$ cat src/rtl/ret_stack_pkg.sv
// ret_stack_pkg: shared processor constants and stack operation decode
package ret_stack_pkg;
    localparam int PC_WIDTH = 32;
    localparam int RS_DEPTH = 16;

    typedef enum logic [2:0] {
        OP_IDLE,
        OP_REPLACE,
        OP_PUSH,
        OP_DROP,
        OP_POP,
        OP_UFLOW
    } op_t;

    // Priority: simultaneous push/pop on a non-empty stack rewrites the top,
    // on an empty stack it degrades to a plain push.
    function automatic op_t decode_op(input logic push, input logic pop,
                                      input logic empty, input logic full);
        if (push && pop && !empty) return OP_REPLACE;
        if (push && !full)         return OP_PUSH;
        if (push)                  return OP_DROP;
        if (pop && !empty)         return OP_POP;
        if (pop)                   return OP_UFLOW;
        return OP_IDLE;
    endfunction
endpackage

$ cat src/rtl/ret_stack_if.sv
// ret_stack_if: control-unit push/pop bus plus depth and error reporting
interface ret_stack_if #(
    parameter int WIDTH = 32,
    parameter int DEPTH = 16,
    parameter int CNT_W = $clog2(DEPTH + 1)
);
    logic             push;
    logic             pop;
    logic             clr_err;
    logic [WIDTH-1:0] data_in;
    logic [WIDTH-1:0] data_out;
    logic [CNT_W-1:0] count;
    logic             empty;
    logic             full;
    logic             overflow;
    logic             underflow;

    modport master (
        output push, pop, clr_err, data_in,
        input  data_out, count, empty, full, overflow, underflow
    );

    modport slave (
        input  push, pop, clr_err, data_in,
        output data_out, count, empty, full, overflow, underflow
    );
endinterface

$ cat src/rtl/ret_stack_mem.sv
// ret_stack_mem: DEPTH x WIDTH array, one synchronous write port, one asynchronous read port
module ret_stack_mem #(
    parameter int DEPTH = 16,
    parameter int WIDTH = 32,
    parameter int AW    = $clog2(DEPTH)
) (
    input  logic             clk,
    input  logic             we,
    input  logic [AW-1:0]    waddr,
    input  logic [WIDTH-1:0] wdata,
    input  logic [AW-1:0]    raddr,
    output logic [WIDTH-1:0] rdata
);
    logic [WIDTH-1:0] mem_q [DEPTH];

    always_ff @(posedge clk) begin
        if (we) mem_q[waddr] <= wdata;
    end

    assign rdata = mem_q[raddr];
endmodule

$ cat src/rtl/ret_stack.sv
// ret_stack: hardware return-address stack feeding PC mux input 3
// Stack pointer equals the entry count; valid entries live in mem[0..sp-1].
module ret_stack
    import ret_stack_pkg::*;
#(
    parameter int DEPTH = RS_DEPTH,
    parameter int WIDTH = PC_WIDTH,
    parameter int CNT_W = $clog2(DEPTH + 1)
) (
    input logic        clk,
    input logic        rst_n,
    ret_stack_if.slave bus
);
    localparam int AW = $clog2(DEPTH);

    logic [CNT_W-1:0] sp_q, sp_d;
    logic             ovf_q, ovf_d;
    logic             unf_q, unf_d;
    logic             empty, full, we;
    logic [AW-1:0]    top, waddr;
    logic [WIDTH-1:0] rdata;
    op_t              op;

    assign empty = sp_q == '0;
    assign full  = sp_q == CNT_W'(DEPTH);
    assign top   = AW'(sp_q - CNT_W'(1));

    // Reset suppresses the memory write as well as the pointer update.
    always_comb begin
        op    = rst_n ? decode_op(bus.push, bus.pop, empty, full) : OP_IDLE;
        we    = op == OP_REPLACE || op == OP_PUSH;
        waddr = op == OP_REPLACE ? top : AW'(sp_q);
        sp_d  = op == OP_PUSH ? sp_q + CNT_W'(1) : op == OP_POP ? sp_q - CNT_W'(1) : sp_q;
        ovf_d = op == OP_DROP  || (ovf_q && !bus.clr_err);
        unf_d = op == OP_UFLOW || (unf_q && !bus.clr_err);
    end

    always_ff @(posedge clk) begin
        if (!rst_n) begin
            sp_q  <= '0;
            ovf_q <= 1'b0;
            unf_q <= 1'b0;
        end else begin
            sp_q  <= sp_d;
            ovf_q <= ovf_d;
            unf_q <= unf_d;
        end
    end

    ret_stack_mem #(.DEPTH(DEPTH), .WIDTH(WIDTH)) u_mem (
        .clk   (clk),
        .we    (we),
        .waddr (waddr),
        .wdata (bus.data_in),
        .raddr (top),
        .rdata (rdata)
    );

    assign bus.data_out  = empty ? '0 : rdata;
    assign bus.count     = sp_q;
    assign bus.empty     = empty;
    assign bus.full      = full;
    assign bus.overflow  = ovf_q;
    assign bus.underflow = unf_q;
endmodule

$ cat src/flat_wrapper.sv
// flat-port wrapper written by rule: the top's interface ports become plain ports
module ret_stack_flat import ret_stack_pkg::*;
#(
    parameter int DEPTH = RS_DEPTH,
    parameter int WIDTH = PC_WIDTH,
    parameter int CNT_W = $clog2(DEPTH + 1)
)
  (clk, rst_n, bus_push, bus_pop, bus_clr_err, bus_data_in, bus_data_out, bus_count, bus_empty, bus_full, bus_overflow, bus_underflow);
  ret_stack_if #(.WIDTH(WIDTH), .DEPTH(DEPTH), .CNT_W(CNT_W)) bus_i ();
  input logic clk;
  input logic rst_n;
  input wire logic [$bits(bus_i.push)-1:0] bus_push;
  input wire logic [$bits(bus_i.pop)-1:0] bus_pop;
  input wire logic [$bits(bus_i.clr_err)-1:0] bus_clr_err;
  input wire logic [$bits(bus_i.data_in)-1:0] bus_data_in;
  output wire logic [$bits(bus_i.data_out)-1:0] bus_data_out;
  output wire logic [$bits(bus_i.count)-1:0] bus_count;
  output wire logic [$bits(bus_i.empty)-1:0] bus_empty;
  output wire logic [$bits(bus_i.full)-1:0] bus_full;
  output wire logic [$bits(bus_i.overflow)-1:0] bus_overflow;
  output wire logic [$bits(bus_i.underflow)-1:0] bus_underflow;
  assign bus_i.push = bus_push;
  assign bus_i.pop = bus_pop;
  assign bus_i.clr_err = bus_clr_err;
  assign bus_i.data_in = bus_data_in;
  assign bus_data_out = bus_i.data_out;
  assign bus_count = bus_i.count;
  assign bus_empty = bus_i.empty;
  assign bus_full = bus_i.full;
  assign bus_overflow = bus_i.overflow;
  assign bus_underflow = bus_i.underflow;
  ret_stack #(.DEPTH(DEPTH), .WIDTH(WIDTH), .CNT_W(CNT_W)) u_core (.clk(clk), .rst_n(rst_n), .bus(bus_i));
endmodule
$ cat config.mk
export PLATFORM = sky130hd
export DESIGN_NAME = ret_stack_flat
export DESIGN_NICKNAME = d
export VERILOG_FILES = /design/src/rtl/ret_stack_pkg.sv /design/src/rtl/ret_stack_if.sv /design/src/rtl/ret_stack_mem.sv /design/src/rtl/ret_stack.sv /design/src/flat_wrapper.sv
export SDC_FILE = /design/constraint.sdc
export NUM_CORES = 1
export LEC_CHECK = 0
export ABC_AREA = 1
export CAP_MARGIN = 20
export CORE_UTILIZATION = 30
export DETAILED_ROUTE_END_ITERATION = 12
export GPL_TIMING_DRIVEN = 0
export PLACE_DENSITY = 0.51
export SKIP_CTS_REPAIR_TIMING = 1
export SYNTH_ARGS = -nofsm -noshare
export SYNTH_HDL_FRONTEND = slang
export SYNTH_SLANG_ARGS = --single-unit
$ cat constraint.sdc
create_clock -name clk -period 4.1 [get_ports clk]
set_input_delay 0.41 -clock clk [delete_from_list [all_inputs] [get_ports clk]]
set_output_delay 0.41 -clock clk [all_outputs]
set_load 0.05 [all_outputs]
==> metrics.csv, run 1 <==
metric,value,unit
worst hold slack,0.198,ns
outcome,completed,
Synth Register Bits,519,
Setup-failing EPs final,0,
CP startpoint,u_core.bus.count[0],
final setup margin,0.131,ns
drt drc,0,
"commonest non-fill, non-tap cell in the layout",nand2_1,
reg2reg start,u_core.bus.count[0],
drt first pass iters,5,
total gr overflow,0,
die area,70900,µm²
Iteration-0 DRC Markers,1176,
Crit Path Max Fanout,11,
Fmax,252,MHz
Final Slew Violations,0,
DR WL/cell,21.7,µm
capturing element type of the critical path,output pin,
Bufs on Longest Clock Path,3,
R2R Setup Slk,0.25,ns
Worst-path clk slew,0.06,ns
"worst slack, placed",-1.33,ns
I/O Pins,78,
Sum Neg Setup Slack,0,ns
final hold vios,0,
global-route wire length before repair,90300,µm
share of cells above drive strength 1,0.132,
MaxCap Viol Count,0,
Post-synth EDFFs,512,
CTS root buf,clkbuf_16,
latest clock arrival within the worst-skew pair,0.61,ns
area grow syn2layout,20.5,%
Tmin final,3.97,ns
main flop type after synthesis,edfxtp_1,
# port buffers,76,
Synthesis Warnings,0,
Gate Count Post-Synth,1687,
initial core utilization,0.304,
CTS buffer count,54,
hold_sp,rst_n,
post-DP HPWL,41400,µm
row count,96,
nets@finish,1875,
Tot GR Track Use,0.172,
Arrival @ worst endpoint,3.56,ns
Synth cell types,29,
number of vias per cell,4.91,
placed cells,2710,
vias in the first global route,13824,
initial antenna violation count,1,
"Seq/Total Area, Yosys",0.740,
cell area power density,570,nW/µm²
H-tree levels,2,
syn_area_per_cell,12.4,µm²
diode count,0,
fin crit share,0.968,
RSZ-0062 raised after global routing,false,
syn_nets,1727,
Worst Tran Pin Value,1.01,ns
vias,13773,
Die Height,266,µm
Peak supply drop,294,µV
FILL cells,6631,
leakage,8.71,nW
Chip Width,266,µm
"commonest non-fill, non-tap cells in the layout","515 x nand2_1, 512 x edfxtp_1, 227 x a21oi_1, 87 x nand3_1, 65 x a22oi_1",
CTS sink count,519,
startpoint class of the critical path,flop,
Post-Syn Area,21000,µm²
routability congestion estimate,0.803,
core area,68800,µm²
Design Power,14.4,mW
kind of critical path,reg -> out,
Async SR Flop Fraction,0,
class of the worst hold path,in -> reg,
"Req. time, crit path",3.69,ns
non-filler cells in the finished layout,2803,
Rel. slew slack,0.327,
Final ANT Viol Nets,0,
Clock Skew,0.0132,ns
largest net degree at the start of global routing,22,
final WL,60900,µm
CTS tree,done,
[cell usage after synthesis (7+ instances only)]
library cell / number / share of area
clkbuf_1: 63 / 0.011
a31oi_1: 31 / 0.0093
nand3_1: 87 / 0.021
edfxtp_1: 512 / 0.73
nand2_1: 515 / 0.092
buf_2: 36 / 0.0086
inv_1: 14 / 0.0025
a21oi_1: 227 / 0.054
dfxtp_1: 7 / 0.0067
buf_1: 12 / 0.0021
a22oi_1: 65 / 0.023
a211oi_1: 31 / 0.011
nor2_1: 51 / 0.0091
[state kept, by name, summed over array words and instances, names as in the netlist]
signal,count
u_core.bus.underflow,1
u_core.u_mem.mem_q,512
u_core.bus.overflow,1
u_core.bus.count,5
[metrics by stage]
stage | area (µm²) | util
floorplan | 21000 | -
global placement | 22900 | 0.333
detailed placement | 23400 | 0.340
CTS | 25000 | 0.364
global route | 25300 | 0.367
finish | 25300 | 0.367
[power by group]
| group | leakage [nW] | switching, mW | total [mW] | internal, mW |
|---|---|---|---|---|
| logic | 3.26 | 2.72 | 3.79 | 1.07 |
| registers | 4.67 | 0.0314 | 5.99 | 5.95 |
| clock network | 0.782 | 1.98 | 4.61 | 2.63 |
| total | 8.71 | 4.73 | 14.4 | 9.65 |
[critical path: stages, from the launching register on]
cell	delay, ns
dfxtp_2	0.38
buf_12	0.18
inv_4	0.08
buf_8	0.17
buf_6	0.16
ha_1	0.36
clkbuf_4	0.22
inv_4	0.11
buf_8	0.16
buf_6	0.17
a21oi_1	0.05
a22oi_1	0.20
nand2_1	0.07
nand3_1	0.08
nand2_1	0.09
nor2_1	0.17
buf_2	0.28
[path summary, 6_finish.rpt]
path	cells after the start	end
worst min-delay path	3	u_core.bus.count[1]
worst min register to register	2	u_core.bus.overflow
worst max register to register	13	u_core.u_mem.mem_q[8][10]
worst max-delay path	16	bus_data_out[23]
[kinds of logic after synthesis]
kind of cell             after synthesis  share of synthesized area
AO/OA/AOI/OAI                        357                     0.0994
XOR/XNOR                               6                    0.00287
adder cells (fa/ha/maj)                3                    0.00179
buffers and inverters                133                     0.0262
flip-flops                           519                      0.740
AND/OR/NAND/NOR                      669                      0.129
[routing by layer]
layer,vias to the layer above,track usage,part of all wire,wire length (µm)
li1,6403,-,-,-
met1,6883,0.234,0.44,27000
met2,395,0.286,0.48,29200
met3,92,0.0277,0.056,3400
met4,0,0.0435,0.021,1290
met5,-,0,0,0
[cell type report]
cell class | instances | area (µm²) | area share
multi-input combinational | 1035 | 5130 | 0.203
tap | 931 | 1160 | 0.0461
clock buffer | 70 | 1430 | 0.0567
clock inverter | 23 | 189 | 0.00748
sequential | 519 | 15500 | 0.614
inverter | 21 | 83.8 | 0.00332
buffer | 112 | 613 | 0.0243
timing repair buffer | 92 | 1130 | 0.0446
Note: power is estimated with default switching activity, not from simulation.
==> inputs of run 2 (changes only) <==
--- a/config.mk
+++ b/config.mk
@@ -7,10 +7,12 @@
 export LEC_CHECK = 0
 export ABC_AREA = 1
 export CAP_MARGIN = 20
+export CELL_PAD_IN_SITES_DETAIL_PLACEMENT = 1
+export CELL_PAD_IN_SITES_GLOBAL_PLACEMENT = 2
 export CORE_UTILIZATION = 30
 export DETAILED_ROUTE_END_ITERATION = 12
 export GPL_TIMING_DRIVEN = 0
-export PLACE_DENSITY = 0.51
+export PLACE_DENSITY = 0.65
 export SKIP_CTS_REPAIR_TIMING = 1
 export SYNTH_ARGS = -nofsm -noshare
 export SYNTH_HDL_FRONTEND = slang
==> metrics.csv, run 2 (same netlist as run 1, synthesis figures left out) <==
metric,value,unit
cell area power density,584,nW/µm²
# port buffers,76,
"commonest non-fill, non-tap cells in the layout","515 x nand2_1, 512 x edfxtp_1, 227 x a21oi_1, 87 x nand3_1, 64 x a22oi_1",
max FFs per register,512,
Bufs on Longest Clock Path,3,
Sum Neg Setup Slack,0,ns
non-filler cells in the finished layout,2814,
CTS tree,done,
diode count,0,
H-tree levels,2,
Peak supply drop,331,µV
class of the worst hold path,in -> reg,
Rel. slew slack,0.331,
outcome,completed,
latest clock arrival within the worst-skew pair,0.62,ns
worst hold slack,0.202,ns
Crit Path Max Fanout,11,
vias in the first global route,14658,
sequential cell area,15500,µm²
total gr overflow,0,
Fmax,254,MHz
capturing element type of the critical path,output pin,
FILL cells,7277,
global-route wire length before repair,98800,µm
Worst Tran Pin Value,1.00,ns
CTS root buf,clkbuf_16,
startpoint class of the critical path,flop,
CTS sink count,519,
"Req. time, crit path",3.69,ns
drt drc,0,
die area,70900,µm²
placed cells,2710,
multi-input logic area,5100,µm²
I/O Pins,78,
final hold vios,0,
Arrival @ worst endpoint,3.52,ns
drt first pass iters,7,
Top reg by flops,u_core.u_mem.mem_q,
fin crit share,0.959,
final setup margin,0.167,ns
Final Slew Violations,0,
largest net degree at the start of global routing,24,
area grow syn2layout,21.0,%
share of cells above drive strength 1,0.132,
Clock Skew,0.0241,ns
core area,68800,µm²
Design Power,14.8,mW
RSZ-0062 raised after global routing,false,
Area after DPL,23400,µm²
Setup-failing EPs final,0,
Tmin final,3.93,ns
MaxCap Viol Count,0,
Worst-path clk slew,0.05,ns
nets@finish,1877,
number of vias per cell,4.97,
row count,96,
"commonest non-fill, non-tap cell in the layout",nand2_1,
final design utilization,0.368,
CTS buffer count,56,
final WL,66700,µm
Tot GR Track Use,0.190,
Die Height,266,µm
Final ANT Viol Nets,0,
leakage,8.80,nW
kind of critical path,reg -> out,
Iteration-0 DRC Markers,939,
post-DP HPWL,44900,µm
"worst slack, placed",-1.45,ns
Chip Width,266,µm
vias,13994,
routability congestion estimate,0.768,
initial core utilization,0.304,
Final Cell Area,25400,µm²
initial antenna violation count,1,
DR WL/cell,23.7,µm
run 2: final cells by class:
cell class | instances | share of cell area
Multi-Input combinational cell | 1035 | 0.201
Buffer | 112 | 0.0251
Timing Repair Buffer | 92 | 0.0412
Clock inverter | 39 | 0.0132
Clock buffer | 65 | 0.0583
Sequential cell | 519 | 0.612
Tap cell | 931 | 0.0459
Inverter | 21 | 0.00331
run 2: final timing paths:
kind                            cells after the start  slack, ns                        to                 from
worst min register to register                      2       0.47       u_core.bus.overflow  u_core.bus.overflow
worst max-delay path                               12       0.17           bus_data_out[5]  u_core.bus.count[0]
worst min-delay path                                3       0.20       u_core.bus.count[2]                rst_n
worst max register to register                     14       0.37  u_core.u_mem.mem_q[2][7]  u_core.bus.count[0]
run 2: worst max-delay path: stages (launching register included):
cell and delay [ns]:
dfxtp_2 0.37, buf_12 0.17, inv_4 0.08, buf_8 0.17
buf_6 0.17, ha_1 0.28, xnor2_4 0.31, clkbuf_4 0.33
clkbuf_4 0.29, a31oi_1 0.06, a211oi_1 0.31, nor2_1 0.09
clkbuf_2 0.25
run 2: report_power, final:
| group | switching [mW] | internal (mW) |
|---|---|---|
| registers | 0.0316 | 5.95 |
| logic | 2.77 | 1.03 |
| clock network | 2.10 | 2.93 |
| total | 4.90 | 9.92 |
run 2: routing by layer:
metal | routed length [µm] | vias up | GRT usage
met5 | 0 | - | 0
met4 | 1570 | 0 | 0.0595
met3 | 2810 | 92 | 0.0222
met2 | 31800 | 311 | 0.315
met1 | 30500 | 7165 | 0.260
li1 | - | 6426 | -
==> inputs of run 3 (changes only) <==
--- a/config.mk
+++ b/config.mk
@@ -12,8 +12,10 @@
 export CORE_UTILIZATION = 30
 export DETAILED_ROUTE_END_ITERATION = 12
 export GPL_TIMING_DRIVEN = 0
-export PLACE_DENSITY = 0.65
+export PLACE_DENSITY = 0.68
 export SKIP_CTS_REPAIR_TIMING = 1
+export SLEW_MARGIN = 20
 export SYNTH_ARGS = -nofsm -noshare
 export SYNTH_HDL_FRONTEND = slang
+export SYNTH_HIERARCHICAL = 1
 export SYNTH_SLANG_ARGS = --single-unit
==> metrics.csv, run 3 <==
metric,value,unit
hold path depth,4,
Top reg by flops,u_core/u_mem/mem_q,
placed cells,3336,
FILL cells,8484,
vias in the first global route,17416,
kind of critical path,reg -> out,
total gr overflow,0,
reg2reg path depth,9,
Sequential Power Share,0.392,
Synth Area in Simple Gates,0.215,
Synth Register Bits,519,
drt drc,2,
net load switching power,5.29,mW
CP top delay family,buffers and inverters,
nets@finish,2459,
Post-synth EDFFs,512,
CTS sink count,519,
Tot GR Track Use,0.201,
number of vias per cell,4.75,
complex-gate fraction of the synthesized area,0.00240,
synth top area cells,"edfxtp_1 67%, nand2_1 12%, nand3_1 8.6%, inv_1 7.1%, buf_6 1.5%",
Bufs on Longest Clock Path,3,
share of cells above drive strength 1,0.111,
syn_area_per_cell,10.2,µm²
CP peak stage delay,0.61,ns
Worst-path clk slew,0.06,ns
main flop type after synthesis,edfxtp_1,
initial antenna violation count,0,
die area,77700,µm²
Worst Tran Pin Value,0.996,ns
Peak supply drop,298,µV
Post-Syn Area,23000,µm²
final hold vios,0,
Iteration-0 DRC Markers,1188,
CTS tree,done,
xor/xnor share of the synthesized area,0.00191,
post-DP HPWL,52300,µm
final WL,77300,µm
Chip Width,279,µm
Crit Path Max Fanout,10,
Final ANT Viol Nets,0,
Tmin final,3.94,ns
dominant cell by count in the synthesized netlist,nand2_1,
sw frac,0.346,
Fmax,254,MHz
DR WL/cell,22.4,µm
"Seq/Total Area, Yosys",0.675,
latest clock arrival within the worst-skew pair,0.64,ns
Clock Skew,0.0168,ns
Yosys top cell area share,0.669,
mux cell area share after synthesis,0,
non-filler cells in the finished layout,3448,
max FFs per register,512,
startpoint class of the critical path,flop,
Synth cell types,27,
row count,101,
Synth top cells by count,"737 x nand2_1, 512 x edfxtp_1, 434 x inv_1",
Gate Count Post-Synth,2254,
Die Height,279,µm
global-route wire length before repair,113000,µm
syn_nets,2294,
diode count,0,
drt first pass iters,9,
area grow syn2layout,19.6,%
failing checks,DRC,
Async SR Flop Fraction,0,
vias,16371,
I/O Pins,78,
RSZ-0062 raised after global routing,false,
Combinational Power Share,0.270,
Synth area leader,edfxtp_1,
cell area power density,556,nW/µm²
core area,75800,µm²
highest-delay cell along the critical path,buf_1,
# port buffers,77,
"commonest non-fill, non-tap cell in the layout",nand2_1,
main combinational cell family by area after synthesis,simple AND/OR/NAND/NOR gates,
Rel. slew slack,0.336,
H-tree levels,2,
routability congestion estimate,0.782,
crit path cell chain,"inv_1, ha_1, xor2_2, inv_2, buf_1, nand3_1, nand3_1, nand2_1, nand2_1, inv_1, clkbuf_2",
Synth Area in Adders,0.00163,
CTS buffer count,59,
clock network power share,0.338,
MaxCap Viol Count,0,
outcome,finished with violations,
Setup-failing EPs final,0,
class of the worst hold path,in -> reg,
"commonest non-fill, non-tap cells in the layout","737 x nand2_1, 512 x edfxtp_1, 434 x inv_1, 396 x nand3_1, 59 x clkbuf_16",
leakage,11.8,nW
fin crit share,0.961,
"Req. time, crit path",3.69,ns
final setup margin,0.161,ns
Arrival @ worst endpoint,3.53,ns
"worst slack, placed",-0.307,ns
Int Pwr,9.98,mW
Levels on crit path,11,
count of buffer and inverter cells on the critical path,5,
Final Slew Violations,0,
capturing element type of the critical path,output pin,
largest net degree at the start of global routing,18,
CTS root buf,clkbuf_16,
initial core utilization,0.303,
Synthesis Warnings,6,
run 3: changes by cell type after synthesis, moves of 31 or more:
| cell | previous run | this run |
|---|---|---|
| nand3_1 | 87 | 396 |
| a31oi_1 | 31 | 0 |
| buf_6 | 0 | 31 |
| a211oi_1 | 31 | 0 |
| clkbuf_1 | 63 | 17 |
| nand2_1 | 515 | 737 |
| a22oi_1 | 65 | 0 |
| a21oi_1 | 227 | 3 |
| inv_1 | 14 | 434 |
run 3: final cells by class:
cell class / count / area, µm² / area share
plain buffers: 111 / 802 / 0.0292
clock buffers: 67 / 1510 / 0.0548
clock inverters: 45 / 374 / 0.0136
inverters: 436 / 1640 / 0.0596
multi-input cells: 1188 / 5210 / 0.189
flip-flops and latches: 519 / 15500 / 0.564
well taps: 978 / 1220 / 0.0445
repair buffers: 104 / 1220 / 0.0443
run 3: power by group through the flow:
stage,Clock [mW],Sequential [mW],Combinational [mW]
2_1_floorplan,0,6.13,2.40
3_3_place_gp,0,6.11,4.18
3_5_place_dp,0,6.10,4.29
4_1_cts,5.30,5.99,4.30
5_1_grt,5.48,6.00,4.43
6_report,5.17,5.99,4.12
run 3: layer usage:
layer / wire length (µm) / global-route usage / up-vias
met5: 0 / 0 / -
met4: 2600 / 0.0750 / 0
met3: 3270 / 0.0248 / 144
met2: 38600 / 0.354 / 386
met1: 32800 / 0.252 / 8259
li1: - / - / 7582
run 3: cell families after synthesis:
| logic type | after synthesis |
|---|---|
| buffers and inverters | 547 |
| XOR/XNOR | 5 |
| adder cells (fa/ha/maj) | 3 |
| AO/OA/AOI/OAI | 10 |
| AND/OR/NAND/NOR | 1170 |
| flip-flops | 519 |
run 3: path summary, 6_finish.rpt:
path	start	endpoint	slack [ns]
setup / recovery	u_core/bus.count[0]	bus_data_out[27]	0.16
hold / removal	bus_clr_err	u_core/bus.underflow	0.45
setup reg to reg	u_core/bus.count[0]	u_core/u_mem/mem_q[7][12]	0.52
hold reg to reg	u_core/bus.overflow	u_core/bus.overflow	0.51
run 3: through the flow:
stage	power [mW]	hold WS (ns)	utilization	instance area [µm²]	setup TNS, ns
after floorplan	8.53	0.509	-	23000	0
after global placement	10.3	0.487	0.329	25000	-786.11
after detailed placement	10.4	0.495	0.339	25700	-2.73
after CTS	15.6	0.418	0.364	27600	-25.33
after global routing	15.9	0.457	0.363	27500	0
final	15.3	0.448	0.363	27500	0
run 3: tightest hold or removal path, delay by kind of cell:
kind | cells | cell delay, ns
AO/OA/AOI/OAI | 1 | 0.08
buffers and inverters | 2 | 0.47
AND/OR/NAND/NOR | 1 | 0.06
